===== src/rtl/vxe_cu_cmd_dispatch_pkg.sv =====
// rtl/vxe_cu_cmd_dispatch_pkg.sv - shared opcodes, field layout, FSM states and VPU command format for the CU dispatch stage
package vxe_cu_cmd_dispatch_pkg;

  localparam int ADDR_W    = 37;
  localparam int VPU_CMD_W = 128;
  localparam int VLEN_W    = 20;
  localparam int FUNC_W    = 4;
  localparam int RS_CMD_W  = 30;

  localparam int OP_MSB = 63;
  localparam int OP_LSB = 59;

  localparam logic [4:0] OP_NOP   = 5'h00;
  localparam logic [4:0] OP_SYNC  = 5'h01;
  localparam logic [4:0] OP_SETVL = 5'h08;
  localparam logic [4:0] OP_SETRS = 5'h0C;
  localparam logic [4:0] OP_SETRT = 5'h0D;
  localparam logic [4:0] OP_SETRD = 5'h0E;
  localparam logic [4:0] OP_RUN   = 5'h10;
  localparam logic [4:0] OP_STOP  = 5'h1F;

  localparam logic [1:0] ERR_FETCH  = 2'b01;
  localparam logic [1:0] ERR_OPCODE = 2'b10;

  typedef enum logic [2:0] {
    ST_IDLE = 3'd0,
    ST_DEC  = 3'd1,
    ST_ISS  = 3'd2,
    ST_SNC  = 3'd3,
    ST_DRN  = 3'd4
  } state_t;

  typedef enum logic [3:0] {
    K_NOP, K_SYNC, K_SETVL, K_SETRS, K_SETRT, K_SETRD, K_RUN, K_STOP, K_BAD
  } cmd_kind_t;

  // Fixed VPU command layout; rs keeps only its low 30 bits to fit 128.
  typedef struct packed {
    logic [FUNC_W-1:0]   func;
    logic [VLEN_W-1:0]   vlen;
    logic [ADDR_W-1:0]   rd;
    logic [ADDR_W-1:0]   rt;
    logic [RS_CMD_W-1:0] rs;
  } vpu_cmd_t;

  function automatic logic [31:0] sat_inc(input logic [31:0] v);
    return (v == 32'hFFFF_FFFF) ? v : v + 32'd1;
  endfunction

endpackage


===== src/rtl/vxe_cu_cmd_dispatch_if.sv =====
// rtl/vxe_cu_cmd_dispatch_if.sv - fetch FIFO head and VPU dispatch handshake bundle of the CU dispatch stage
interface vxe_cu_cmd_dispatch_if;
  import vxe_cu_cmd_dispatch_pkg::*;

  logic                 i_fetch_vld;
  logic [ADDR_W-1:0]    i_fetch_addr;
  logic [63:0]          i_fetch_data;
  logic                 i_fetch_err;
  logic                 o_fetch_rd;
  logic                 o_stop_drain;
  logic [VPU_CMD_W-1:0] o_vpu_cmd;
  logic                 o_vpu_vld;
  logic                 i_vpu_rdy;
  logic                 i_vpu_busy;

  modport master (
    input  i_fetch_vld, i_fetch_addr, i_fetch_data, i_fetch_err,
    output o_fetch_rd, o_stop_drain,
    output o_vpu_cmd, o_vpu_vld,
    input  i_vpu_rdy, i_vpu_busy
  );

  modport slave (
    output i_fetch_vld, i_fetch_addr, i_fetch_data, i_fetch_err,
    input  o_fetch_rd, o_stop_drain,
    input  o_vpu_cmd, o_vpu_vld,
    output i_vpu_rdy, i_vpu_busy
  );

endinterface


===== src/rtl/vxe_cu_cmd_decoder.sv =====
// rtl/vxe_cu_cmd_decoder.sv - combinational opcode classification and field extraction of a 64-bit CU command word
module vxe_cu_cmd_decoder
  import vxe_cu_cmd_dispatch_pkg::*;
(
  input  logic [63:0]       data,
  output cmd_kind_t         kind,
  output logic [VLEN_W-1:0] vlen,
  output logic [ADDR_W-1:0] reg_val,
  output logic [FUNC_W-1:0] func,
  output logic              bad_op
);

  logic [4:0] opcode;
  logic       unused_mid_bits;

  assign opcode  = data[OP_MSB:OP_LSB];
  assign vlen    = data[VLEN_W-1:0];
  assign reg_val = data[ADDR_W-1:0];
  assign func    = data[FUNC_W-1:0];
  assign bad_op  = (kind == K_BAD);

  // Bits between the address field and the opcode carry no meaning for any command.
  assign unused_mid_bits = ^data[OP_LSB-1:ADDR_W];

  always_comb begin
    kind = K_BAD;
    case (opcode)
      OP_NOP:   kind = K_NOP;
      OP_SYNC:  kind = K_SYNC;
      OP_SETVL: kind = K_SETVL;
      OP_SETRS: kind = K_SETRS;
      OP_SETRT: kind = K_SETRT;
      OP_SETRD: kind = K_SETRD;
      OP_RUN:   kind = K_RUN;
      OP_STOP:  kind = K_STOP;
      default:  kind = K_BAD;
    endcase
  end

endmodule


===== src/rtl/vxe_cu_cmd_dispatch.sv =====
// rtl/vxe_cu_cmd_dispatch.sv - CU command decode/dispatch FSM; VXE_CU_PERFCNT_EN adds command and stall counters
module vxe_cu_cmd_dispatch
  import vxe_cu_cmd_dispatch_pkg::*;
(
  input  logic                   clk,
  input  logic                   rst,
  input  logic                   i_start,
  output logic                   o_busy,
  vxe_cu_cmd_dispatch_if.master  bus,
  output logic                   o_halt,
  output logic [1:0]             o_err,
  output logic [ADDR_W-1:0]      o_err_addr
`ifdef VXE_CU_PERFCNT_EN
  ,
  output logic [31:0]            o_cmd_cnt,
  output logic [31:0]            o_stall_cnt
`endif
);

  state_t            state;
  logic [VLEN_W-1:0] vlen_q;
  logic [ADDR_W-1:0] rs_q;
  logic [ADDR_W-1:0] rt_q;
  logic [ADDR_W-1:0] rd_q;
  vpu_cmd_t          cmd_q;
  logic              vpu_vld_q;
  logic              stop_drain_q;
  logic              halt_q;
  logic              fetch_rd;

  cmd_kind_t         dec_kind;
  logic [VLEN_W-1:0] dec_vlen;
  logic [ADDR_W-1:0] dec_reg;
  logic [FUNC_W-1:0] dec_func;
  logic              dec_bad;
  logic              unused_rs_hi;

  vxe_cu_cmd_decoder u_decoder (
    .data    (bus.i_fetch_data),
    .kind    (dec_kind),
    .vlen    (dec_vlen),
    .reg_val (dec_reg),
    .func    (dec_func),
    .bad_op  (dec_bad)
  );

  assign fetch_rd         = (state == ST_DEC) && bus.i_fetch_vld;
  assign bus.o_fetch_rd   = fetch_rd;
  assign bus.o_stop_drain = stop_drain_q;
  assign bus.o_vpu_cmd    = cmd_q;
  assign bus.o_vpu_vld    = vpu_vld_q;
  assign o_busy           = (state != ST_IDLE) || i_start;
  assign o_halt           = halt_q;
  // Only the low 30 bits of rs travel in the VPU command.
  assign unused_rs_hi     = ^rs_q[ADDR_W-1:RS_CMD_W];

  always_ff @(posedge clk) begin
    if (rst) begin
      state        <= ST_IDLE;
      vlen_q       <= '0;
      rs_q         <= '0;
      rt_q         <= '0;
      rd_q         <= '0;
      cmd_q        <= '0;
      vpu_vld_q    <= 1'b0;
      stop_drain_q <= 1'b0;
      halt_q       <= 1'b0;
      o_err        <= '0;
      o_err_addr   <= '0;
    end else begin
      stop_drain_q <= 1'b0;
      halt_q       <= 1'b0;
      case (state)
        ST_IDLE: begin
          if (i_start) begin
            state      <= ST_DEC;
            o_err      <= '0;
            o_err_addr <= '0;
          end
        end
        ST_DEC: begin
          // A bus error wins over whatever opcode the corrupted word appears to hold.
          if (bus.i_fetch_vld) begin
            if (bus.i_fetch_err) begin
              o_err        <= o_err | ERR_FETCH;
              o_err_addr   <= bus.i_fetch_addr;
              stop_drain_q <= 1'b1;
              state        <= ST_DRN;
            end else if (dec_bad) begin
              o_err        <= o_err | ERR_OPCODE;
              o_err_addr   <= bus.i_fetch_addr;
              stop_drain_q <= 1'b1;
              state        <= ST_DRN;
            end else begin
              case (dec_kind)
                K_SETVL: vlen_q <= dec_vlen;
                K_SETRS: rs_q   <= dec_reg;
                K_SETRT: rt_q   <= dec_reg;
                K_SETRD: rd_q   <= dec_reg;
                K_RUN: begin
                  cmd_q     <= '{func: dec_func, vlen: vlen_q, rd: rd_q, rt: rt_q,
                                 rs: rs_q[RS_CMD_W-1:0]};
                  vpu_vld_q <= 1'b1;
                  state     <= ST_ISS;
                end
                K_SYNC: state <= ST_SNC;
                K_STOP: begin
                  stop_drain_q <= 1'b1;
                  state        <= ST_DRN;
                end
                default: ;
              endcase
            end
          end
        end
        ST_ISS: begin
          if (vpu_vld_q && bus.i_vpu_rdy) begin
            vpu_vld_q <= 1'b0;
            state     <= ST_DEC;
          end
        end
        ST_SNC: begin
          if (!bus.i_vpu_busy) state <= ST_DEC;
        end
        ST_DRN: begin
          if (!bus.i_vpu_busy && !vpu_vld_q) begin
            halt_q <= 1'b1;
            state  <= ST_IDLE;
          end
        end
        default: state <= ST_IDLE;
      endcase
    end
  end

`ifdef VXE_CU_PERFCNT_EN
  logic [31:0] cmd_cnt_q;
  logic [31:0] stall_cnt_q;
  logic        stall;

  assign stall       = ((state == ST_DEC) && !bus.i_fetch_vld) ||
                       ((state == ST_ISS) && !bus.i_vpu_rdy);
  assign o_cmd_cnt   = cmd_cnt_q;
  assign o_stall_cnt = stall_cnt_q;

  always_ff @(posedge clk) begin
    if (rst || ((state == ST_IDLE) && i_start)) begin
      cmd_cnt_q   <= '0;
      stall_cnt_q <= '0;
    end else begin
      if (fetch_rd) cmd_cnt_q   <= sat_inc(cmd_cnt_q);
      if (stall)    stall_cnt_q <= sat_inc(stall_cnt_q);
    end
  end
`endif

endmodule


===== src/flat_wrapper.sv =====
// flat-port wrapper written by rule: the top's interface ports become plain ports
module vxe_cu_cmd_dispatch_flat import vxe_cu_cmd_dispatch_pkg::*;
  (clk, rst, i_start, o_busy, o_halt, o_err, o_err_addr, bus_i_fetch_vld, bus_i_fetch_addr, bus_i_fetch_data, bus_i_fetch_err, bus_o_fetch_rd, bus_o_stop_drain, bus_o_vpu_cmd, bus_o_vpu_vld, bus_i_vpu_rdy, bus_i_vpu_busy);
  vxe_cu_cmd_dispatch_if bus_i ();
  input  logic clk;
  input  logic rst;
  input  logic i_start;
  output logic o_busy;
  output logic o_halt;
  output logic [1:0] o_err;
  output logic [ADDR_W-1:0] o_err_addr;
  input wire logic [$bits(bus_i.i_fetch_vld)-1:0] bus_i_fetch_vld;
  input wire logic [$bits(bus_i.i_fetch_addr)-1:0] bus_i_fetch_addr;
  input wire logic [$bits(bus_i.i_fetch_data)-1:0] bus_i_fetch_data;
  input wire logic [$bits(bus_i.i_fetch_err)-1:0] bus_i_fetch_err;
  output wire logic [$bits(bus_i.o_fetch_rd)-1:0] bus_o_fetch_rd;
  output wire logic [$bits(bus_i.o_stop_drain)-1:0] bus_o_stop_drain;
  output wire logic [$bits(bus_i.o_vpu_cmd)-1:0] bus_o_vpu_cmd;
  output wire logic [$bits(bus_i.o_vpu_vld)-1:0] bus_o_vpu_vld;
  input wire logic [$bits(bus_i.i_vpu_rdy)-1:0] bus_i_vpu_rdy;
  input wire logic [$bits(bus_i.i_vpu_busy)-1:0] bus_i_vpu_busy;
  assign bus_i.i_fetch_vld = bus_i_fetch_vld;
  assign bus_i.i_fetch_addr = bus_i_fetch_addr;
  assign bus_i.i_fetch_data = bus_i_fetch_data;
  assign bus_i.i_fetch_err = bus_i_fetch_err;
  assign bus_o_fetch_rd = bus_i.o_fetch_rd;
  assign bus_o_stop_drain = bus_i.o_stop_drain;
  assign bus_o_vpu_cmd = bus_i.o_vpu_cmd;
  assign bus_o_vpu_vld = bus_i.o_vpu_vld;
  assign bus_i.i_vpu_rdy = bus_i_vpu_rdy;
  assign bus_i.i_vpu_busy = bus_i_vpu_busy;
  vxe_cu_cmd_dispatch u_core (.clk(clk), .rst(rst), .i_start(i_start), .o_busy(o_busy), .bus(bus_i), .o_halt(o_halt), .o_err(o_err), .o_err_addr(o_err_addr));
endmodule

===== config.mk =====
export PLATFORM = sky130hd
export DESIGN_NAME = vxe_cu_cmd_dispatch_flat
export DESIGN_NICKNAME = d
export VERILOG_FILES = /design/src/rtl/vxe_cu_cmd_dispatch_pkg.sv /design/src/rtl/vxe_cu_cmd_dispatch_if.sv /design/src/rtl/vxe_cu_cmd_decoder.sv /design/src/rtl/vxe_cu_cmd_dispatch.sv /design/src/flat_wrapper.sv
export SDC_FILE = /design/constraint.sdc
export NUM_CORES = 1
export LEC_CHECK = 0
export CORE_MARGIN = 4
export CORE_UTILIZATION = 45
export CTS_BUF_LIST = sky130_fd_sc_hd__clkbuf_2
export DETAILED_ROUTE_END_ITERATION = 6
export PLACE_DENSITY = 0.76
export SLEW_MARGIN = 0
export SYNTH_ARGS = -nofsm -noshare
export SYNTH_HDL_FRONTEND = slang
export SYNTH_HIERARCHICAL = 1
export SYNTH_SLANG_ARGS = --single-unit
export TNS_END_PERCENT = 1

===== constraint.sdc =====
create_clock -name clk -period 2.8 [get_ports clk]
set_input_delay 0.28 -clock clk [delete_from_list [all_inputs] [get_ports clk]]
set_output_delay 0.28 -clock clk [all_outputs]
set_load 0.01 [all_outputs]

==> impl_metrics.ini, run 1 <==
[outcome]
outcome = finished, final reports clean

[synth]
synth.yosys.seq_area_share = 0.5056
synth_flop_cell = dfxtp_1
synth.avg_cell_area_um2 = 8.908
synth_edf_count = 0
ys_ff_latch = 297
synth_top_area_cell = dfxtp_1
syn_area_um2 = 11760
synth_top_area_share = 0.5056
syn-instance-count = 1320
synth.distinct_cells = 45
synth_common_cells = nand2_1, dfxtp_1, a21oi_1
synth_area_leaders = dfxtp_1, mux2i_1, nand2_1
synth_nets = 1432
synth_most_common_cell = nand2_1
async_flop_share = 0
ys.warnings.count = 6

[grt]
track_usage = 0.2062
antenna_found_initial = 1
grt_pass1_wl_mm = 48.86
overflow = 0
grt_max_degree = 107
grt_pass1_vias = 9596

[detailed_routing]
viasPerCell = 4.937
routedWlPerCell_um = 15.53
drt_iter0_drc = 548
antenna_left = 0
routed-via-count = 9652
routed_wl_mm = 30.36
dr.pass1.iters = 5
route.detailed.drc = 0

[power_and_ir_drop]
p_comb_frac = 0.110
p_switching_mw = 2.232
seq_power_share = 0.539
power_density_nw_per_um2 = 526.3
intPower_mw = 5.807
finalPower_mw = 8.039
p_leak_nw = 5.940
pwr-share-clk = 0.351
ir_drop_v = 0.0003852
switching_share = 0.2777

[worst_setup_path]
start_kind = register
cp_max_fo = 12
end_kind = output port
worstSetupPathType = reg -> out
required_ns = 2.52
reg2reg_depth = 5
arrival_ns = 2.32

[place]
place_congestion = 0.8022
hpwl_mm = 19.67
numPortBuffers = 257
place_area_um2 = 14310

[final_layout]
final_util = 0.5997
drive_gt1_frac = 0.1059
area.growth.synth_to_final_pct = 29.91
nNetsFinal = 1687
design_area_um2 = 15280

[floorplanning]
core-area_um2 = 25470
die_h_um = 169.7
start_util = 0.4616
num_io_pins = 280
die_area_um2 = 28780
die_w_um = 169.7
row_count = 58

[timing]
finalSetupTns_ns = 0
grt_setup_unrepaired = no
skew_ns = 0.09363
slew-limit-headroom = 0.6011
tightest_slew_ns = 0.5983
period_minus_slack_ns = 2.598
period_share = 0.9279
hold_viol_final = 0
fmax_ghz = 0.3849
maxSlewViolCount = 0
setup_viol = 0

[clock_network]
tritoncts = yes
insertion_delay_ns = 0.84
cts.clk_slew.worst_paths_ns = 0.11
cts_buffer_depth = 3
cts-htree-levels = 3
numClockSinks = 297
cts_buffers = 77
clockRootBuffer = clkbuf_2

[min_path]
hold_class = in -> reg
whs_path_depth = 3

[job]
max_cap_violations = 0
-- per-stage QoR --
stage / hold WS (ns) / setup slack (ns) / cells
after floorplan: 0.4315 / 0.1229 / 1320
after global placement: 0.4359 / -0.2473 / 1796
after detailed placement: 0.4439 / -0.3935 / 1796
after CTS: 0.001419 / 0.008720 / 1954
after global routing: 0.01309 / 0.06082 / 1955
final: 0.08422 / 0.2020 / 1955
-- registers in the layout (all words and copies together) (netlist names) --
register                 cells
u_core/bus.o_vpu_cmd       128
u_core/o_halt                1
u_core/bus.o_stop_drain      1
u_core/rs_q                 30
u_core/vlen_q               20
u_core/bus.o_vpu_vld         1
u_core/o_err                 2
u_core/o_err_addr           37
u_core/state                 3
u_core/rt_q                 37
u_core/rd_q                 37
-- cell usage in the layout (no fill, tap or decap), types with 2 or more instances in the layout --
master           netlist  routed
a211oi_1               3       3
a21oi_1              169     169
a31oi_1                2       2
buf_12                 0      14
buf_4                 62      30
clkbuf_2               0     105
clkdlybuf4s50_1        0     256
clkinv_1               0      18
clkinvlp_4             0       2
dfxtp_1              297     294
dfxtp_2                0       2
dlygate4sd3_1          0      30
ha_1                   4       4
inv_1                  4       4
mux2i_1              127     127
nand2_1              302     302
nand2b_1             115     115
nand3_1               39      39
nand3b_1               3       3
nand4_1                3       3
nor2_1                59      59
nor2b_1                4       3
nor4_2                 1       2
nor4b_1                3       3
o21ai_0                5       5
or2_2                  2       2
-- worst max-delay path: stages, from the launching register on --
cell and delay, ns:
dfxtp_4 0.44, nor3b_4 0.29, and2_1 0.21, clkdlybuf4s50_1 0.56
-- area by class of cell --
cell class	instances	area, um2
multi-input combinational	864	4860
tap	330	412.9
inverter	4	15.01
timing repair buffer	331	3383
sequential	297	5952
antenna	1	2.502
clock buffer	105	525.5
fill	2153	10200
clock inverter	23	125.1
-- path summary, 6_finish.rpt --
kind | slack [ns] | to | from
hold / removal | 0.08 | u_core/o_err_addr[20] | bus_i_fetch_addr[20]
setup reg to reg | 0.70 | u_core/bus.o_vpu_cmd[35] | u_core/state[0]
hold reg to reg | 0.42 | u_core/bus.o_vpu_cmd[67] | u_core/rd_q[0]
setup / recovery | 0.20 | bus_o_fetch_rd | u_core/state[0]
-- routing by layer --
metal  up-vias  share of wire  GRT usage
li1       4824              -          -
met1      4460           0.42     0.2585
met2       317           0.47     0.3313
met3        51          0.089    0.07780
met4         0          0.020    0.06370
met5         -              0          0
-- power groups by stage --
stage | clock (mW) | sequential, mW | combinational [mW]
global placement | 0 | 4.42 | 0.825
floorplan | 0 | 4.42 | 0.494
global route | 3.19 | 4.34 | 0.953
CTS | 2.92 | 4.33 | 0.870
detailed placement | 0 | 4.42 | 0.832
finish | 2.82 | 4.33 | 0.886
-- kinds of logic after synthesis --
family,share of synthesized area
AND/OR/NAND/NOR,0.2114
flip-flops,0.5056
AO/OA/AOI/OAI,0.08661
buffers and inverters,0.08321
multiplexers,0.1081
adder cells (fa/ha/maj),0.004256
XOR/XNOR,0.0007450
-- what timing repair did --
item                       4_1_cts  5_1_grt
hold endpoints to repair        92        0
buffers inserted                 0        0
pin swaps                        0        0
hold buffers                    30        0
setup endpoints to repair        1        1
gates resized for setup          1        4
(Power assumes the default switching activity.)
==> run 2: changes to the inputs <==
--- a/config.mk
+++ b/config.mk
@@ -5,6 +5,7 @@
 export SDC_FILE = /design/constraint.sdc
 export NUM_CORES = 1
 export LEC_CHECK = 0
+export CAP_MARGIN = 25
 export CORE_MARGIN = 4
 export CORE_UTILIZATION = 45
 export CTS_BUF_LIST = sky130_fd_sc_hd__clkbuf_2
==> results of run 2 <==
Final layout, timing and power as in run 1 (identical DEF).
